--- config.mk ---
export PLATFORM = sky130hd
export DESIGN_NAME = phy_test_sequencer
export DESIGN_NICKNAME = d
export VERILOG_FILES = /design/src/rtl/phy_test_pkg.sv /design/src/rtl/phy_test_pattern_gen.sv /design/src/rtl/phy_test_sequencer.sv
export SDC_FILE = /design/constraint.sdc
export NUM_CORES = 1
export LEC_CHECK = 0
export BUFFER_PORTS_ARGS = -buffer_cell sky130_fd_sc_hd__buf_4
export CORE_AREA = 2 2 163 165
export DETAILED_ROUTE_END_ITERATION = 10
export DIE_AREA = 0 0 165 167
export PLACE_DENSITY_LB_ADDON = 0.3
export SLEW_MARGIN = 0
export SYNTH_ARGS = -nofsm -noshare
export SYNTH_HDL_FRONTEND = slang
export SYNTH_SLANG_ARGS = --single-unit
--- constraint.sdc ---
create_clock -name i_clock -period 7 [get_ports i_clock]
set_input_delay 1.05 -clock i_clock [delete_from_list [all_inputs] [get_ports i_clock]]
set_output_delay 1.05 -clock i_clock [all_outputs]
set_load 0.005 [all_outputs]
--- src/rtl/phy_test_pkg.sv ---
// Shared defaults, state/mode encodings and the LFSR step for the PHY loopback sequencer.
package phy_test_pkg;

  localparam int DEF_LANES   = 16;
  localparam int DEF_LANE_W  = 8;
  localparam int DEF_CNT_W   = 16;
  localparam int DEF_TIMEOUT = 1024;

  typedef enum logic [1:0] {
    ST_IDLE = 2'd0,
    ST_RUN  = 2'd1,
    ST_FIN  = 2'd2
  } state_t;

  typedef enum logic {
    PAT_INC  = 1'b0,
    PAT_LFSR = 1'b1
  } pat_mode_t;

  // x^8+x^6+x^5+x^4+1 as a left-shifting Fibonacci register: bits 7,5,4,3 feed bit 0
  localparam logic [7:0] LFSR_TAPS = 8'b1011_1000;

  function automatic logic [7:0] lfsr_step(input logic [7:0] v);
    return {v[6:0], ^(v & LFSR_TAPS)};
  endfunction

endpackage

--- src/rtl/phy_test_pattern_gen.sv ---
// One-beat pattern source: a per-beat base byte, fanned out to lanes as base+l or base^l.
module phy_test_pattern_gen
  import phy_test_pkg::*;
#(
  parameter int LANES  = DEF_LANES,
  parameter int LANE_W = DEF_LANE_W
) (
  input  logic                    i_clk,
  input  logic                    i_rst_n,
  input  logic                    i_init,
  input  logic                    i_mode,
  input  logic [LANE_W-1:0]       i_seed,
  input  logic                    i_adv,
  output logic [LANES*LANE_W-1:0] o_beat
);

  pat_mode_t         r_mode;
  logic [LANE_W-1:0] r_base;

  // Latch seed/mode on init (zero seed would lock the LFSR), step the base on each advance
  always_ff @(posedge i_clk) begin
    if (!i_rst_n) begin
      r_mode <= PAT_INC;
      r_base <= '0;
    end else if (i_init) begin
      r_mode <= pat_mode_t'(i_mode);
      r_base <= (i_mode && (i_seed == '0)) ? LANE_W'(1) : i_seed;
    end else if (i_adv) begin
      r_base <= (r_mode == PAT_LFSR) ? lfsr_step(r_base) : r_base + LANE_W'(1);
    end
  end

  for (genvar l = 0; l < LANES; l++) begin : g_lane
    assign o_beat[l*LANE_W +: LANE_W] = (r_mode == PAT_LFSR) ? (r_base ^ LANE_W'(l))
                                                             : (r_base + LANE_W'(l));
  end

endmodule

--- src/rtl/phy_test_sequencer.sv ---
// PHY loopback test sequencer: sends N pattern beats, checks N looped-back beats per lane.
module phy_test_sequencer
  import phy_test_pkg::*;
#(
  parameter int LANES   = DEF_LANES,
  parameter int LANE_W  = DEF_LANE_W,
  parameter int CNT_W   = DEF_CNT_W,
  parameter int TIMEOUT = DEF_TIMEOUT
) (
  input  logic                    i_clock,
  input  logic                    i_reset,
  input  logic                    i_start,
  input  logic                    i_mode,
  input  logic [LANE_W-1:0]       i_seed,
  input  logic [CNT_W-1:0]        i_num_beats,
  output logic                    o_tx_valid,
  input  logic                    i_tx_ready,
  output logic [LANES*LANE_W-1:0] o_tx_data,
  input  logic                    i_rx_valid,
  output logic                    o_rx_ready,
  input  logic [LANES*LANE_W-1:0] i_rx_data,
  output logic                    o_busy,
  output logic                    o_done,
  output logic                    o_pass,
  output logic                    o_timed_out,
  output logic [CNT_W-1:0]        o_err_count,
  output logic [LANES-1:0]        o_err_lane_mask,
  output logic [CNT_W-1:0]        o_rx_beats
);

  localparam int TO_W = $clog2(TIMEOUT);
  localparam int MC_W = $clog2(LANES + 1);

  state_t r_state, w_state_nxt;

  logic [CNT_W-1:0] r_num_beats, r_tx_cnt, r_rx_beats, r_err_count;
  logic [LANES-1:0] r_mask;
  logic [TO_W-1:0]  r_to_cnt;
  logic             r_tx_valid, r_done, r_pass, r_timed_out;

  logic                    w_start, w_tx_hs, w_rx_hs, w_rx_last, w_to_hit;
  logic [LANES*LANE_W-1:0] w_tx_beat, w_rx_exp;
  logic [LANES-1:0]        w_mis;
  logic [MC_W-1:0]         w_mis_cnt;
  logic [CNT_W:0]          w_err_sum;
  logic [CNT_W-1:0]        w_err_nxt;

  assign w_start    = (r_state == ST_IDLE) && i_start;
  assign w_tx_hs    = r_tx_valid && i_tx_ready;
  // Outside RUN the port stays ready so stray beats drain instead of backing up the PHY
  assign o_rx_ready = (r_state != ST_RUN) || (r_rx_beats < r_num_beats);
  assign w_rx_hs    = (r_state == ST_RUN) && i_rx_valid && o_rx_ready;
  assign w_rx_last  = w_rx_hs && (r_rx_beats == r_num_beats - CNT_W'(1));
  assign w_to_hit   = (r_state == ST_RUN) && !w_tx_hs && !w_rx_hs &&
                      (r_to_cnt == TO_W'(TIMEOUT - 1));

  phy_test_pattern_gen #(.LANES(LANES), .LANE_W(LANE_W)) u_tx_gen (
    .i_clk   (i_clock),
    .i_rst_n (i_reset),
    .i_init  (w_start),
    .i_mode  (i_mode),
    .i_seed  (i_seed),
    .i_adv   (w_tx_hs),
    .o_beat  (w_tx_beat)
  );

  phy_test_pattern_gen #(.LANES(LANES), .LANE_W(LANE_W)) u_rx_gen (
    .i_clk   (i_clock),
    .i_rst_n (i_reset),
    .i_init  (w_start),
    .i_mode  (i_mode),
    .i_seed  (i_seed),
    .i_adv   (w_rx_hs),
    .o_beat  (w_rx_exp)
  );

  for (genvar l = 0; l < LANES; l++) begin : g_cmp
    assign w_mis[l] = i_rx_data[l*LANE_W +: LANE_W] != w_rx_exp[l*LANE_W +: LANE_W];
  end

  // Count mismatching lanes on this beat and form the saturated error total
  always_comb begin
    w_mis_cnt = '0;
    for (int l = 0; l < LANES; l++) w_mis_cnt = w_mis_cnt + MC_W'(w_mis[l]);
    w_err_sum = {1'b0, r_err_count} + (CNT_W+1)'(w_mis_cnt);
    w_err_nxt = w_err_sum[CNT_W] ? '1 : w_err_sum[CNT_W-1:0];
  end

  // FSM state register
  always_ff @(posedge i_clock) begin
    if (!i_reset) r_state <= ST_IDLE;
    else          r_state <= w_state_nxt;
  end

  // FSM next state: FIN lasts one cycle, then back to IDLE
  always_comb begin
    w_state_nxt = r_state;
    case (r_state)
      ST_IDLE: if (w_start) w_state_nxt = (i_num_beats == '0) ? ST_FIN : ST_RUN;
      ST_RUN:  if (w_rx_last || w_to_hit) w_state_nxt = ST_FIN;
      ST_FIN:  w_state_nxt = ST_IDLE;
      default: w_state_nxt = ST_IDLE;
    endcase
  end

  // Datapath: TX/RX counters, compare results, timeout and end-of-test flags
  always_ff @(posedge i_clock) begin
    if (!i_reset) begin
      r_num_beats <= '0;
      r_tx_cnt    <= '0;
      r_rx_beats  <= '0;
      r_err_count <= '0;
      r_mask      <= '0;
      r_to_cnt    <= '0;
      r_tx_valid  <= 1'b0;
      r_done      <= 1'b0;
      r_pass      <= 1'b0;
      r_timed_out <= 1'b0;
    end else begin
      r_done <= 1'b0;
      if (w_start) begin
        r_num_beats <= i_num_beats;
        r_tx_cnt    <= '0;
        r_rx_beats  <= '0;
        r_err_count <= '0;
        r_mask      <= '0;
        r_to_cnt    <= '0;
        r_timed_out <= 1'b0;
        r_tx_valid  <= (i_num_beats != '0);
        r_pass      <= (i_num_beats == '0);
        r_done      <= (i_num_beats == '0);
      end
      if (r_state == ST_RUN) begin
        if (w_tx_hs) begin
          r_tx_cnt <= r_tx_cnt + CNT_W'(1);
          if (r_tx_cnt == r_num_beats - CNT_W'(1)) r_tx_valid <= 1'b0;
        end
        if (w_rx_hs) begin
          r_err_count <= w_err_nxt;
          r_mask      <= r_mask | w_mis;
          r_rx_beats  <= r_rx_beats + CNT_W'(1);
        end
        if (w_tx_hs || w_rx_hs) r_to_cnt <= '0;
        else if (!w_to_hit)     r_to_cnt <= r_to_cnt + TO_W'(1);
        if (w_rx_last) begin
          r_done     <= 1'b1;
          r_pass     <= (w_err_nxt == '0);
          r_tx_valid <= 1'b0;
        end
        if (w_to_hit) begin
          // Abort: dropping tx_valid mid-beat is tolerated only here
          r_done      <= 1'b1;
          r_pass      <= 1'b0;
          r_timed_out <= 1'b1;
          r_tx_valid  <= 1'b0;
        end
      end
    end
  end

  assign o_tx_valid      = r_tx_valid;
  assign o_tx_data       = r_tx_valid ? w_tx_beat : '0;
  assign o_busy          = (r_state != ST_IDLE);
  assign o_done          = r_done;
  assign o_pass          = r_pass;
  assign o_timed_out     = r_timed_out;
  assign o_err_count     = r_err_count;
  assign o_err_lane_mask = r_mask;
  assign o_rx_beats      = r_rx_beats;

endmodule

# [Word-level counts from Yosys, hierarchy flattened]
# Cells that the tools add are included.
[classes] addsub=50 multipliers=0 n_div=0 magnitude_cmp=1 eq_ne=23 n_shift=0 muxes=76 bitwise=31 reduce_logical=25
[op_table] operator="two-way mux 8 bit" count=37
[op_table] operator="two-way mux 16 bit" count=13
[op_table] operator="adder 8 x 4 -> 8 bit (second input constant)" count=16
[op_table] operator="two-way mux 128 bit" count=1
[op_table] operator="inequality test 8 bit" count=16
[op_table] operator="adder 8 x 3 -> 8 bit (second input constant)" count=8
[op_table] operator="adder 5 x 1 -> 5 bit" count=11
[op_table] operator="two-way mux 10 bit" count=4
[op_table] operator="adder 16 x 1 -> 16 bit (second input constant)" count=2
[op_table] operator="adder 8 x 2 -> 8 bit (second input constant)" count=4
[op_table] operator="== test 16 bit" count=2
[op_table] operator="zero test 16 bit" count=2
[op_table] operator="NOT 2 bit" count=12
[op_table] operator="NOT 3 bit" count=8
[op_table] operator="adder 16 x 5 -> 17 bit" count=1
[op_table] operator="two-way mux 1 bit" count=17
[op_table] operator="adder 8 x 1 -> 8 bit (second input constant)" count=2
[op_table] operator="< comparator 16 bit" count=1
[op_table] operator="OR 16 bit" count=1
[op_table] operator="nonzero test 16 bit" count=1
[op_table] operator="parity 8 bit" count=2
[op_table] operator="subtractor 16 x 1 -> 16 bit (second input constant)" count=1
[op_table] operator="adder 10 x 1 -> 10 bit (second input constant)" count=1
[op_table] operator="== test 10 bit (second input constant)" count=1
[op_table] operator="17 further kinds" count=42
[totals] ff_bits=113 latch_bits=0 ram_bits=0 mem_bits_ro=0 input_bits=158 out_inout_bits=182 elab_cells=220 mem_count=0

# [Depth between registers and ports, before layout]
# Gate-level depths: netlist of the first run.
[depth] depth_word=24 depth_mapped=26 ltp_nobuf=25

# [Cells and area by module]
# A second synthesis of the first run with hierarchy kept.
[unflattened] hier_cells=1773 area_unflattened_um2=13092.6
[modules_own_cells] module="phy_test_sequencer" instances=1 cells_per_inst=1102 area_per_inst_um2=8463.1
[modules_own_cells] module="phy_test_pattern_gen (u_rx_gen)" instances=1 cells_per_inst=336 area_per_inst_um2=2336.0
[modules_own_cells] module="phy_test_pattern_gen (u_tx_gen)" instances=1 cells_per_inst=335 area_per_inst_um2=2293.4

# [Worst setup path before layout of the first run]
# No wires, ideal clock.
[synth_path] path_kind="register -> register" start="register u_rx_gen.r_base[1]" end="register r_pass, in the netlist o_pass" arrival_ns=6.676 required_time_ns=6.930 setup_slack_ns=0.255 stages_incl_launch_ff=23 cell_sequence="dfxtp_1 > clkbuf_1 > buf_1 > inv_1 > ha_1 > mux2i_1 > xor2_1 > nor4_1 > nand4_1 > fa_1 > fa_1 > fa_1 > inv_1 > fa_1 > fa_1 > inv_1 > fa_1 > or4_1 > a2111oi_0 > nand3b_1 > nor4_1 > nand4_1 > a21oi_1"
[synth_between] elab_chain_len=24
[synth_rtl] element="start: declaration" line="phy_test_pattern_gen.sv:18" source="logic [LANE_W-1:0] r_base;"
[synth_rtl] element="start signal: assignment" line="phy_test_pattern_gen.sv:27" source="r_base <= (i_mode && (i_seed == '0)) ? LANE_W'(1) : i_seed;"
[synth_rtl] element="start signal: assignment" line="phy_test_pattern_gen.sv:29" source="r_base <= (r_mode == PAT_LFSR) ? lfsr_step(r_base) : r_base + LANE_W'(1);"
[synth_rtl] element="adder 8 x 1 -> 8 bit" line="phy_test_pattern_gen.sv:35" source=": (r_base + LANE_W'(l));"
[synth_rtl] element="two-way mux 8 bit" line="phy_test_pattern_gen.sv:34" source="assign o_beat[l*LANE_W +: LANE_W] = (r_mode == PAT_LFSR) ? (r_base ^ LANE_W'(l))"
[synth_rtl] element="inequality test 8 bit" line="phy_test_sequencer.sv:78" source="assign w_mis[l] = i_rx_data[l*LANE_W +: LANE_W] != w_rx_exp[l*LANE_W +: LANE_W];"
[synth_rtl] element="adder 1 x 1 -> 2 bit" line="phy_test_sequencer.sv:84" source="for (int l = 0; l < LANES; l++) w_mis_cnt = w_mis_cnt + MC_W'(w_mis[l]);"
[synth_rtl] element="adder 2 x 1 -> 3 bit" line="phy_test_sequencer.sv:84"
[synth_rtl] element="adder 3 x 1 -> 4 bit" line="phy_test_sequencer.sv:84"
[synth_rtl] element="adder 4 x 1 -> 5 bit" line="phy_test_sequencer.sv:84"
[synth_rtl] element="adder 5 x 1 -> 5 bit (10 in a row)" line="phy_test_sequencer.sv:84"
[synth_rtl] element="adder 5 x 1 -> 5 bit (*)" line="phy_test_sequencer.sv:84"
[synth_rtl] element="adder 16 x 5 -> 17 bit (*)" line="phy_test_sequencer.sv:85" source="w_err_sum = {1'b0, r_err_count} + (CNT_W+1)'(w_mis_cnt);"
[synth_rtl] element="two-way mux 16 bit (*)" line="phy_test_sequencer.sv:86" source="w_err_nxt = w_err_sum[CNT_W] ? '1 : w_err_sum[CNT_W-1:0];"
[synth_rtl] element="zero test 16 bit (*)" line="phy_test_sequencer.sv:147" source="r_pass <= (w_err_nxt == '0);"
[synth_rtl] element="two-way mux 1 bit (*)" line="phy_test_sequencer.sv:145" source="if (w_rx_last) begin"
[synth_rtl] element="two-way mux 1 bit (*)" line="phy_test_sequencer.sv:150" source="if (w_to_hit) begin"
[synth_rtl] element="two-way mux 1 bit (*)" line="phy_test_sequencer.sv:133" source="if (r_state == ST_RUN) begin"
[synth_rtl] element="end signal: assignment" line="phy_test_sequencer.sv:130" source="r_pass <= (i_num_beats == '0);"
[synth_rtl] element="end signal: assignment" line="phy_test_sequencer.sv:147"
[synth_rtl] element="end: declaration" line="phy_test_sequencer.sv:39" source="logic r_tx_valid, r_done, r_pass, r_timed_out;"
# Every way passes the cells marked *; elsewhere a longest branch is shown, timed or not.
# A chain may end at the register's enable or synchronous reset.

# [Final worst setup path of the first run]
[layout_path] start="register u_rx_gen.r_base[3]" end="register r_pass, in the netlist o_pass"
# Same word-level chain as after synthesis.

==> results.ini, run 1 <==
[status]
outcome = finished, final reports clean

[floorplanning]
row_count = 59
io_pins = 340
start_util_pct = 48.30
die_h_um = 167
fp.coreArea_um2 = 25760
fp.dieW_um = 165
area_enclosed_by_the_die_boundary_um2 = 27560

[placed_design]
gp_routability_congestion = 0.9970
hpwlAfterDp_mm = 31.41
dp_slack_ns = -0.02057
numPortBuffers = 339

[clock_network]
cts.root.buffer_cell = clkbuf_16
depth_of_the_cts_h_tree = 4
tritoncts = built
clock_insertion_delay_at_the_later_pin_of_the_skew_report_ns = 0.42
tritoncts.num_buffers = 17
cts-hold-fix-buffers = 0
max-clock-path-buffers = 2
clkSlewWorstSetupHoldPaths_ns = 0.06
cts_num_sinks = 113

[power]
power.switching_fraction_pct = 34.91
share_comb_of_total_power_pct = 38.7
power.static_leakage_nw = 6.419
p_seq_share_pct = 26.9
clockPowerShare_pct = 34.4
vdd_drop_max_v = 0.0001751
powerDensity_nw_per_um2 = 172.7
p_int_mw = 1.766
power.switching_uw = 947.3

[yosys]
post_synth_edffs = 0
synthesized_area_per_cell_um2 = 7.227
ys_seq_area_share_pct = 18.18
synthFlopType = dfxtp_1
post_synth_main_area_contributors = dfxtp_1, xnor2_1, xor2_1
yosys.cell_count.top_type = xnor2_1
netlist_top_cells_count = xnor2_1, nand2_1, a21oi_1
area_of_the_mapped_netlist_um2 = 12440
synthDominantCellAreaShare_pct = 18.18
ys_seq_elements = 113
synthesis.yosys.warnings = 0
synthCells = 1722
fraction_of_synthesis_flops_using_an_asynchronous_set_or_reset_pin_pct = 0
yosys.cell_types.count = 68
netlist.top_cell.by_area = dfxtp_1
syn-num-nets = 1949

[critical_path]
reg2reg_from = u_rx_gen.r_base[3]
crit_path_start_kind = flip-flop
worstPathRequired_ns = 7.35
timing.reg2reg.setup_slack_ns = 0.37
setup.worst_path.class = flip-flop to flip-flop
worst_ep_arrival_time_ns = 6.98
timing.rr.end = o_pass
critical_path.endpoint_type = flip-flop
timing.critical_path.fanout_max = 13
reg2reg_depth = 23

[layout]
final.fill_count = 2380
area_growth_pct = 26.29
multi_input_comb_area_um2 = 9296
finalNetCount = 2197
layout-drive-gt1-share_pct = 22.89
antennaDiodeCount = 0
final_core_util_pct = 61.00
seqCellArea_um2 = 2267

[worst_hold_path]
startpoint_of_the_worst_hold_path = o_err_lane_mask[9]
hold_depth = 2
hold-path-endpoint = o_err_lane_mask[9]
worst_hold_path_type = flip-flop to flip-flop

[grt]
grt_first_pass_wirelength_mm = 64.99
number_of_antenna_violations_at_the_first_check_in_global_routing = 1
global_route.overflow_total = 0
pin_count_of_the_biggest_net_entering_global_routing = 99
grt_pass1_vias = 12321
grt.total_usage_pct = 29.22

[detailed_routing]
drt-pass1-iter-count = 5
post_drt_wl_per_cell_um = 17.95
drt_wl_total_mm = 41.60
post-route-drc-count = 0
drtIter0Drc = 1080
routed_via_density = 5.708
detailroute.via_count = 13231
antenna_left = 0

[sta]
final.setup.worst_slack_ns = 0.3716
worst_pin_slew_ns = 1.011
fin_crit_sh_pct = 94.69
setup-violations-final = 0
unrepaired_setup_endpoints_after_global_routing = false
hold_violation_count_in_the_final_report = 0
timing.slew.headroom_pct = 32.33
final_max_slew_viol_count = 0
finClkSkew_ns = 0.009934
period_minus_slack_ns = 6.628
clock.fmax_ghz = 0.1509

[run]
maxCapViolCount = 0

[state kept, by name, indices dropped and copies added, names as in the netlist, 2 cells and up]
signal,cells
r_to_cnt,10
u_rx_gen.r_base,8
o_err_lane_mask,16
o_rx_beats,16
r_num_beats,16
o_err_count,16
u_tx_gen.r_base,8
r_tx_cnt,16
r_state,2
[critical path: stages (launching register included)]
cell	delay [ns]
dfxtp_1	0.33
buf_4	0.20
buf_6	0.22
ha_1	0.24
a21oi_1	0.16
nor3_1	0.21
a21o_1	0.11
a22oi_1	0.05
o21ai_0	0.18
nand4_1	0.24
fa_1	0.60
fa_1	0.45
fa_1	0.56
inv_1	0.06
fa_1	0.51
fa_1	0.46
inv_1	0.08
fa_1	0.42
or4_1	0.55
a2111oi_1	0.34
nand3b_1	0.14
nor4_2	0.15
nand4_1	0.12
a21oi_1	0.17
[layout by cell type, fill, tap and decap left out, drive strengths merged, types with 57 or more instances in the layout]
master    n
buf     387
xnor2   189
nand2   175
a21oi   132
nor2    119
dfxtp   113
o21ai    97
xor2     83
and2     76
nand3    63
ha       57
[per-stage QoR]
stage / instances / power, mW / TNS, ns / instance area, µm² / hold WS (ns)
final: 2318 / 2.714 / 0 / 15720 / 0.4550
after global routing: 2318 / 2.858 / 0 / 15720 / 0.4726
after CTS: 2315 / 2.709 / 0 / 15660 / 0.4539
after detailed placement: 2283 / 1.768 / -0.02057 / 15020 / 0.4477
after global placement: 2283 / 1.747 / 0 / 15020 / 0.4410
after floorplan: 1722 / 1.424 / 0 / 12440 / 0.4413
[cells by family after synthesis]
family	synth area share (%)
adder cells (fa/ha/maj)	7.661
AND/OR/NAND/NOR	27.58
multiplexers	1.991
flip-flops	18.18
XOR/XNOR	19.14
buffers and inverters	7.380
AO/OA/AOI/OAI	18.07
[worst max path at each step]
stage | from | cells past startpoint | slack (ns) | end
finish | u_rx_gen.r_base[3] | 23 | 0.37 | o_pass
global route | u_rx_gen.r_base[3] | 23 | 0.002 | o_pass
CTS | u_rx_gen.r_base[4] | 23 | 0.26 | o_pass
detailed placement | i_rx_data[37] | 21 | -0.02 | o_pass
global placement | i_rx_data[37] | 21 | 0.006 | o_pass
floorplan | u_rx_gen.r_base[1] | 22 | 0.25 | o_pass
[power by group through the flow]
stage                     clock [mW]  sequential, mW  combinational (mW)
after floorplan                    0           0.707               0.717
after global routing           0.977           0.734                1.15
final                          0.934           0.730                1.05
after detailed placement           0           0.742                1.03
after global placement             0           0.740                1.01
after CTS                      0.948           0.728                1.03
[cell type report]
type,instances,area share [%]
inverters,48,1.170
repair buffers,387,18.53
well taps,335,2.667
multi-input cells,1403,59.15
clock inverters,13,1.170
clock buffers,19,2.882
flip-flops and latches,113,14.43
[per-layer routing]
| layer | wire (µm) | share of wire, % | global-route usage, % | vias to the layer above |
|---|---|---|---|---|
| li1 | - | - | - | 6387 |
| met1 | 17410 | 42 | 38.50 | 6222 |
| met2 | 20130 | 48 | 48.01 | 539 |
| met3 | 2838 | 6.8 | 4.558 | 81 |
| met4 | 1204 | 2.9 | 10.62 | 2 |
| met5 | 11 | 0.026 | 0 | - |
[what timing repair did]
| action | in CTS | in global routing |
|---|---|---|
| buffers inserted | 0 | 3 |
| gates resized for setup | 0 | 9 |
| endpoints found under the setup margin | 0 | 1 |
No activity file was read; power rests on OpenSTA's default activity.
==> inputs of run 2 (changes only) <==
CORE_AREA = 2 2 171 157   (was 2 2 163 165)
DIE_AREA = 0 0 173 159   (was 0 0 165 167)
==> run 2 against run 1 <==
Effect of this change:
- critical path depth is 1 lower
- sequential power hardly changed
- sequential share of layout area is 0.079 points higher
- flip-flop and latch count stayed put
- first-iteration DRC count is 6.8% lower
- highest routed layer is now met4
- register-to-register slack worse by 0.13 ns
- clock skew hardly changed
- setup slack worse by 0.13 ns
- worst hold slack worse by 0.0035 ns
- clock power is 17% lower
- count of clock-buffer cells in the layout is 3 higher
- core utilization hardly changed
==> results.ini, run 2 (synthesis gave the netlist of run 1 again) <==
[status]
outcome = finished, final reports clean

[worst_hold_path]
hold_depth = 2
hold-path-endpoint = o_err_lane_mask[8]
startpoint_of_the_worst_hold_path = o_err_lane_mask[8]
worst_hold_path_type = flip-flop to flip-flop

[sta]
fin_crit_sh_pct = 96.57
hold_violation_count_in_the_final_report = 0
finClkSkew_ns = 0.009877
setup-violations-final = 0
unrepaired_setup_endpoints_after_global_routing = false
timing.slew.headroom_pct = 33.59
worst_pin_slew_ns = 0.9885
final_max_slew_viol_count = 0
tns_ns = 0
clock.fmax_ghz = 0.1479
period_minus_slack_ns = 6.760

[layout]
multi_input_comb_area_um2 = 9310
non_filler_instance_count_after_layout = 2328
layout_common_cells = buf_4, xnor2_1, nand2_1
antennaDiodeCount = 0
seqCellArea_um2 = 2267
layout-drive-gt1-share_pct = 22.78
area_growth_pct = 25.61
finish.instance_area_um2 = 15630
commonest_non_fill_non_tap_cell_in_the_layout = buf_4
finalNetCount = 2194
final_core_util_pct = 60.95
final.fill_count = 2402

[placed_design]
numPortBuffers = 339
hpwlAfterDp_mm = 31.98
place.detailed.instances = 2293
post_dp_cell_area_um2 = 15040
gp_routability_congestion = 0.9631

[critical_path]
crit_path_start_kind = flip-flop
timing.critical_path.from = u_rx_gen.r_base[3]
most_prevalent_standard_cell_on_the_critical_path = fa_1
worst_path_dominant_cell_family = adder cells
worstPathRequired_ns = 7.35
reg2reg_from = u_rx_gen.r_base[3]
timing.critical_path.fanout_max = 9
max_stage_delay_ns = 0.57
worst_ep_arrival_time_ns = 7.11
reg2reg_depth = 22
critPathSlowestCell = fa_1
critPathBufInv = 3
critical_path.endpoint_type = flip-flop
setup.worst_path.class = flip-flop to flip-flop
timing.reg2reg.setup_slack_ns = 0.24
timing.rr.end = o_pass
path_cells = ha_1 -> buf_4 -> nand2b_1 -> nor2_4 -> nand2_1 -> xnor2_1 -> nand3_1 -> a211o_1 -> fa_1 -> fa_1 -> fa_1 -> inv_1 -> fa_1 -> fa_1 -> inv_1 -> fa_1 -> or4_1 -> a2111oi_1 -> nand3b_1 -> nor4_1 -> nand4_1 -> a21oi_1

[run]
maxCapViolCount = 0

[power]
power.static_leakage_nw = 6.356
powerDensity_nw_per_um2 = 165.1
power.total_mw = 2.580
vdd_drop_max_v = 0.0001379

[clock_network]
max-clock-path-buffers = 2
clock_insertion_delay_at_the_later_pin_of_the_skew_report_ns = 0.42
depth_of_the_cts_h_tree = 4
tritoncts = built
tritoncts.num_buffers = 17
cts-hold-fix-buffers = 0
clkSlewWorstSetupHoldPaths_ns = 0.06
cts_num_sinks = 113
cts.root.buffer_cell = clkbuf_16

[floorplanning]
fp.coreArea_um2 = 25640
io_pins = 340
area_enclosed_by_the_die_boundary_um2 = 27510
start_util_pct = 48.53
fp.dieW_um = 173
row_count = 56
die_h_um = 159

[grt]
global_route.overflow_total = 0
grt.total_usage_pct = 29.46
number_of_antenna_violations_at_the_first_check_in_global_routing = 0
grt_pass1_vias = 12431
pin_count_of_the_biggest_net_entering_global_routing = 97
grt_first_pass_wirelength_mm = 66.17

[detailed_routing]
post_drt_wl_per_cell_um = 18.11
routed_via_density = 5.692
post-route-drc-count = 0
drt_wl_total_mm = 42.16
drt-pass1-iter-count = 6
drtIter0Drc = 1007
antenna_left = 0
detailroute.via_count = 13251

run 2: cell types whose count changed in the layout (fill, tap and decap cells not counted), moves of 2 or more:
cell,previous run,this run
a21oi_2,0,2
buf_12,0,2
buf_4,385,382
bufinv_16,4,0
buf_6,2,0
ha_2,0,2
clkinv_2,3,6
a21oi_1,132,130
ha_1,57,55
clkbuf_1,0,3
run 2: timing repair:
action                                  in CTS  in global routing
buffers inserted                             0                  3
endpoints found under the setup margin       0                  1
hold endpoints to repair                     0                  0
resized for setup                            0                 13
run 2: area by class of cell:
cell class,count,area share [%]
multi-input cells,1403,59.56
repair buffers,384,18.60
flip-flops and latches,113,14.50
clock buffers,22,2.970
well taps,348,2.786
inverters,48,1.177
clock inverters,10,0.4002
run 2: worst reg2reg max path, stage by stage (launching register included):
cell and delay, ns:
dfxtp_1 0.39, ha_1 0.27, buf_4 0.20, nand2b_1 0.18, nor2_4 0.18, nand2_1 0.09, xnor2_1 0.17, nand3_1 0.12
a211o_1 0.35, fa_1 0.57, fa_1 0.44, fa_1 0.56, inv_1 0.06, fa_1 0.51, fa_1 0.46, inv_1 0.08
fa_1 0.42, or4_1 0.54, a2111oi_1 0.41, nand3b_1 0.13, nor4_1 0.24, nand4_1 0.14, a21oi_1 0.17
run 2: worst max path at each step:
| stage | cells past startpoint | to | slack (ns) |
|---|---|---|---|
| floorplan | 22 | o_pass | 0.25 |
| global placement | 21 | o_pass | 0.01 |
| detailed placement | 21 | o_pass | -0.16 |
| CTS | 22 | o_pass | 0.09 |
| global route | 21 | o_pass | 0.0001 |
| finish | 22 | o_pass | 0.24 |
run 2: per-layer routing:
| layer | vias up | routed length [µm] | track usage, % |
|---|---|---|---|
| met4 | 0 | 660 | 7.049 |
| met3 | 49 | 3404 | 4.394 |
| li1 | 6400 | - | - |
| met5 | - | 0 | 0 |
| met1 | 6219 | 18440 | 40.09 |
| met2 | 583 | 19660 | 49.07 |
run 2: stage by stage:
stage	hold WS, ns	worst slack [ns]
floorplan	0.4413	0.2546
global placement	0.4407	0.01201
detailed placement	0.4488	-0.1579
CTS	0.4567	0.09332
global route	0.4882	0.0001474
finish	0.4515	0.2398
run 2: where the power goes:
group	switching [mW]	internal [mW]
Clock	0.308	0.466
Sequential	0.0577	0.672
Combinational	0.589	0.487
==> inputs of run 3 (changes only) <==
PLACE_DENSITY = 0.83   (was default)
PLACE_DENSITY_LB_ADDON = default   (was 0.3)
==> run 3 against run 2 <==
Effect of this change:
- sequential share of layout area about the same
- first-iteration DRC count is 17% higher
- register-to-register slack better by 0.14 ns
- die area is the same
- sequential power about the same
- final cell count is 0.26% lower
- core utilization about the same
- non-clock buffer count decreased by 6
- global-route usage rose by 0.28 points
- flip-flop and latch count unchanged
- via count up 1.6%
- critical path type unchanged
==> results.ini, run 3 (synthesis gave the netlist of run 1 again) <==
[status]
outcome = finished, final reports clean

[detailed_routing]
drt_wl_total_mm = 42.68
post-route-drc-count = 0
antenna_left = 0
post_drt_wl_per_cell_um = 18.38
routed_via_density = 5.797
drt-pass1-iter-count = 7
detailroute.via_count = 13461
drtIter0Drc = 1181

[critical_path]
timing.rr.end = o_pass
reg2reg_from = u_rx_gen.r_base[5]
timing.reg2reg.setup_slack_ns = 0.38
worst_path_dominant_cell_family = adder cells
path_cells = ha_1 -> nand2b_1 -> xnor2_1 -> nand2_1 -> o22ai_1 -> nand4_1 -> a21oi_1 -> fa_1 -> inv_1 -> fa_1 -> fa_1 -> inv_1 -> fa_1 -> fa_1 -> inv_1 -> fa_1 -> or4_1 -> a2111oi_1 -> nand3b_1 -> nor4_1 -> nand4_1 -> a21oi_1
most_prevalent_standard_cell_on_the_critical_path = fa_1
timing.critical_path.fanout_max = 6
crit_path_start_kind = flip-flop
critPathSlowestCell = or4_1
setup.worst_path.class = flip-flop to flip-flop
reg2reg_depth = 22
critical_path.endpoint_type = flip-flop
worst_ep_arrival_time_ns = 6.97
timing.critical_path.from = u_rx_gen.r_base[5]
critPathBufInv = 3
max_stage_delay_ns = 0.52
timing.critical_path.to = o_pass
worstPathRequired_ns = 7.35
critical_path_depth = 22

[sta]
clock.fmax_ghz = 0.1510
unrepaired_setup_endpoints_after_global_routing = false
timing.slew.headroom_pct = 9.355
fin_crit_sh_pct = 94.58
final_max_slew_viol_count = 0
worst_pin_slew_ns = 1.355
setup-violations-final = 0
tns_ns = 0
hold_violation_count_in_the_final_report = 0
final.hold.worst_slack_ns = 0.4623
finClkSkew_ns = 0.009867
period_minus_slack_ns = 6.621

[floorplanning]
fp.dieW_um = 173
die_h_um = 159
io_pins = 340
area_enclosed_by_the_die_boundary_um2 = 27510
fp.coreArea_um2 = 25640
row_count = 56
start_util_pct = 48.53

[clock_network]
clock_insertion_delay_at_the_later_pin_of_the_skew_report_ns = 0.43
tritoncts = built
max-clock-path-buffers = 2
cts-hold-fix-buffers = 0
depth_of_the_cts_h_tree = 4
tritoncts.num_buffers = 17
clkSlewWorstSetupHoldPaths_ns = 0.06
cts.root.buffer_cell = clkbuf_16
cts_num_sinks = 113

[placed_design]
gp_routability_congestion = 0.9816
numPortBuffers = 339
hpwlAfterDp_mm = 32.55
post_dp_cell_area_um2 = 14990

[power]
clockPowerShare_pct = 32.6
p_seq_share_pct = 27.5
powerDensity_nw_per_um2 = 170.4
share_comb_of_total_power_pct = 39.9
p_int_mw = 1.691
vdd_drop_max_v = 0.0001804
power.total_mw = 2.662
power.static_leakage_nw = 6.339
power.switching_fraction_pct = 36.47
power.switching_uw = 970.8

[layout]
seqCellArea_um2 = 2268
final.fill_count = 2300
antennaDiodeCount = 0
commonest_non_fill_non_tap_cell_in_the_layout = buf_4
finalNetCount = 2188
finish.instance_area_um2 = 15620
multi_input_comb_area_um2 = 9306
area_growth_pct = 25.53
layout-drive-gt1-share_pct = 22.64
final_core_util_pct = 60.91
layout_common_cells = buf_4, xnor2_1, nand2_1

[grt]
global_route.overflow_total = 0
grt_pass1_vias = 12280
grt.total_usage_pct = 29.75
grt_use_met3_pct = 6.519
number_of_antenna_violations_at_the_first_check_in_global_routing = 0
grt_first_pass_wirelength_mm = 66.60
grt_util_met1_pct = 39.86
global_route.usage.met2_pct = 47.18
busiest_layer = met2
pin_count_of_the_biggest_net_entering_global_routing = 98

[worst_hold_path]
worst_hold_path_type = flip-flop to flip-flop
hold_depth = 2
startpoint_of_the_worst_hold_path = o_err_lane_mask[0]

[run]
maxCapViolCount = 0

[run 3: changes by cell type in the layout (fill, tap and decap cells not counted), moves of 2 or more]
cell and change:
clkinvlp_4 +3, a21oi_2 -2, buf_12 -2, nor2_2 +2, ha_2 -2, buf_4 -5, bufinv_16 +2, inv_6 +2
clkinv_4 -2, clkbuf_1 -2, clkinv_2 -4, a21oi_1 +2
[run 3: per-layer routing]
metal	wire, µm	vias to the layer above
met1	17910	6344
met4	1227	0
li1	-	6386
met2	19640	657
met5	0	-
met3	3891	74
[run 3: layout make-up]
cell class | count | area share [%]
inverter | 48 | 1.153
multi-input combinational | 1403 | 59.58
sequential | 113 | 14.52
clock buffer | 20 | 2.924
timing repair buffer | 378 | 18.19
tap | 348 | 2.787
clock inverter | 12 | 0.8490
[run 3: power by group through the flow]
| stage | Sequential [mW] | Combinational, mW | Clock [mW] |
|---|---|---|---|
| floorplan | 0.707 | 0.717 | 0 |
| global placement | 0.742 | 1.02 | 0 |
| detailed placement | 0.743 | 1.04 | 0 |
| CTS | 0.730 | 1.04 | 0.875 |
| global route | 0.736 | 1.15 | 0.906 |
| finish | 0.732 | 1.06 | 0.867 |
[run 3: how the worst min path moves through the flow]
stage          slack (ns)                  end
3_3_place_gp         0.45  o_err_lane_mask[13]
4_1_cts              0.46   o_err_lane_mask[0]
5_1_grt              0.49   o_err_lane_mask[0]
3_5_place_dp         0.45   o_err_lane_mask[0]
2_1_floorplan        0.44          r_to_cnt[6]
6_report             0.46   o_err_lane_mask[0]
[run 3: per-stage QoR]
stage	setup slack (ns)	cells
floorplan	0.2546	1722
global placement	0.1088	2290
detailed placement	-0.003397	2290
CTS	0.1806	2322
global route	0.004232	2322
finish	0.3795	2322
[run 3: what timing repair did]
action                     in CTS  in global routing
gates resized for setup         0                 12
setup endpoints to repair       0                  1
setup buffers                   0                  0
[run 3: worst min-delay path: stages (launching register included)]
cell and delay [ns]:
dfxtp_1 0.31, nand2_1 0.05, a21oi_1 0.05
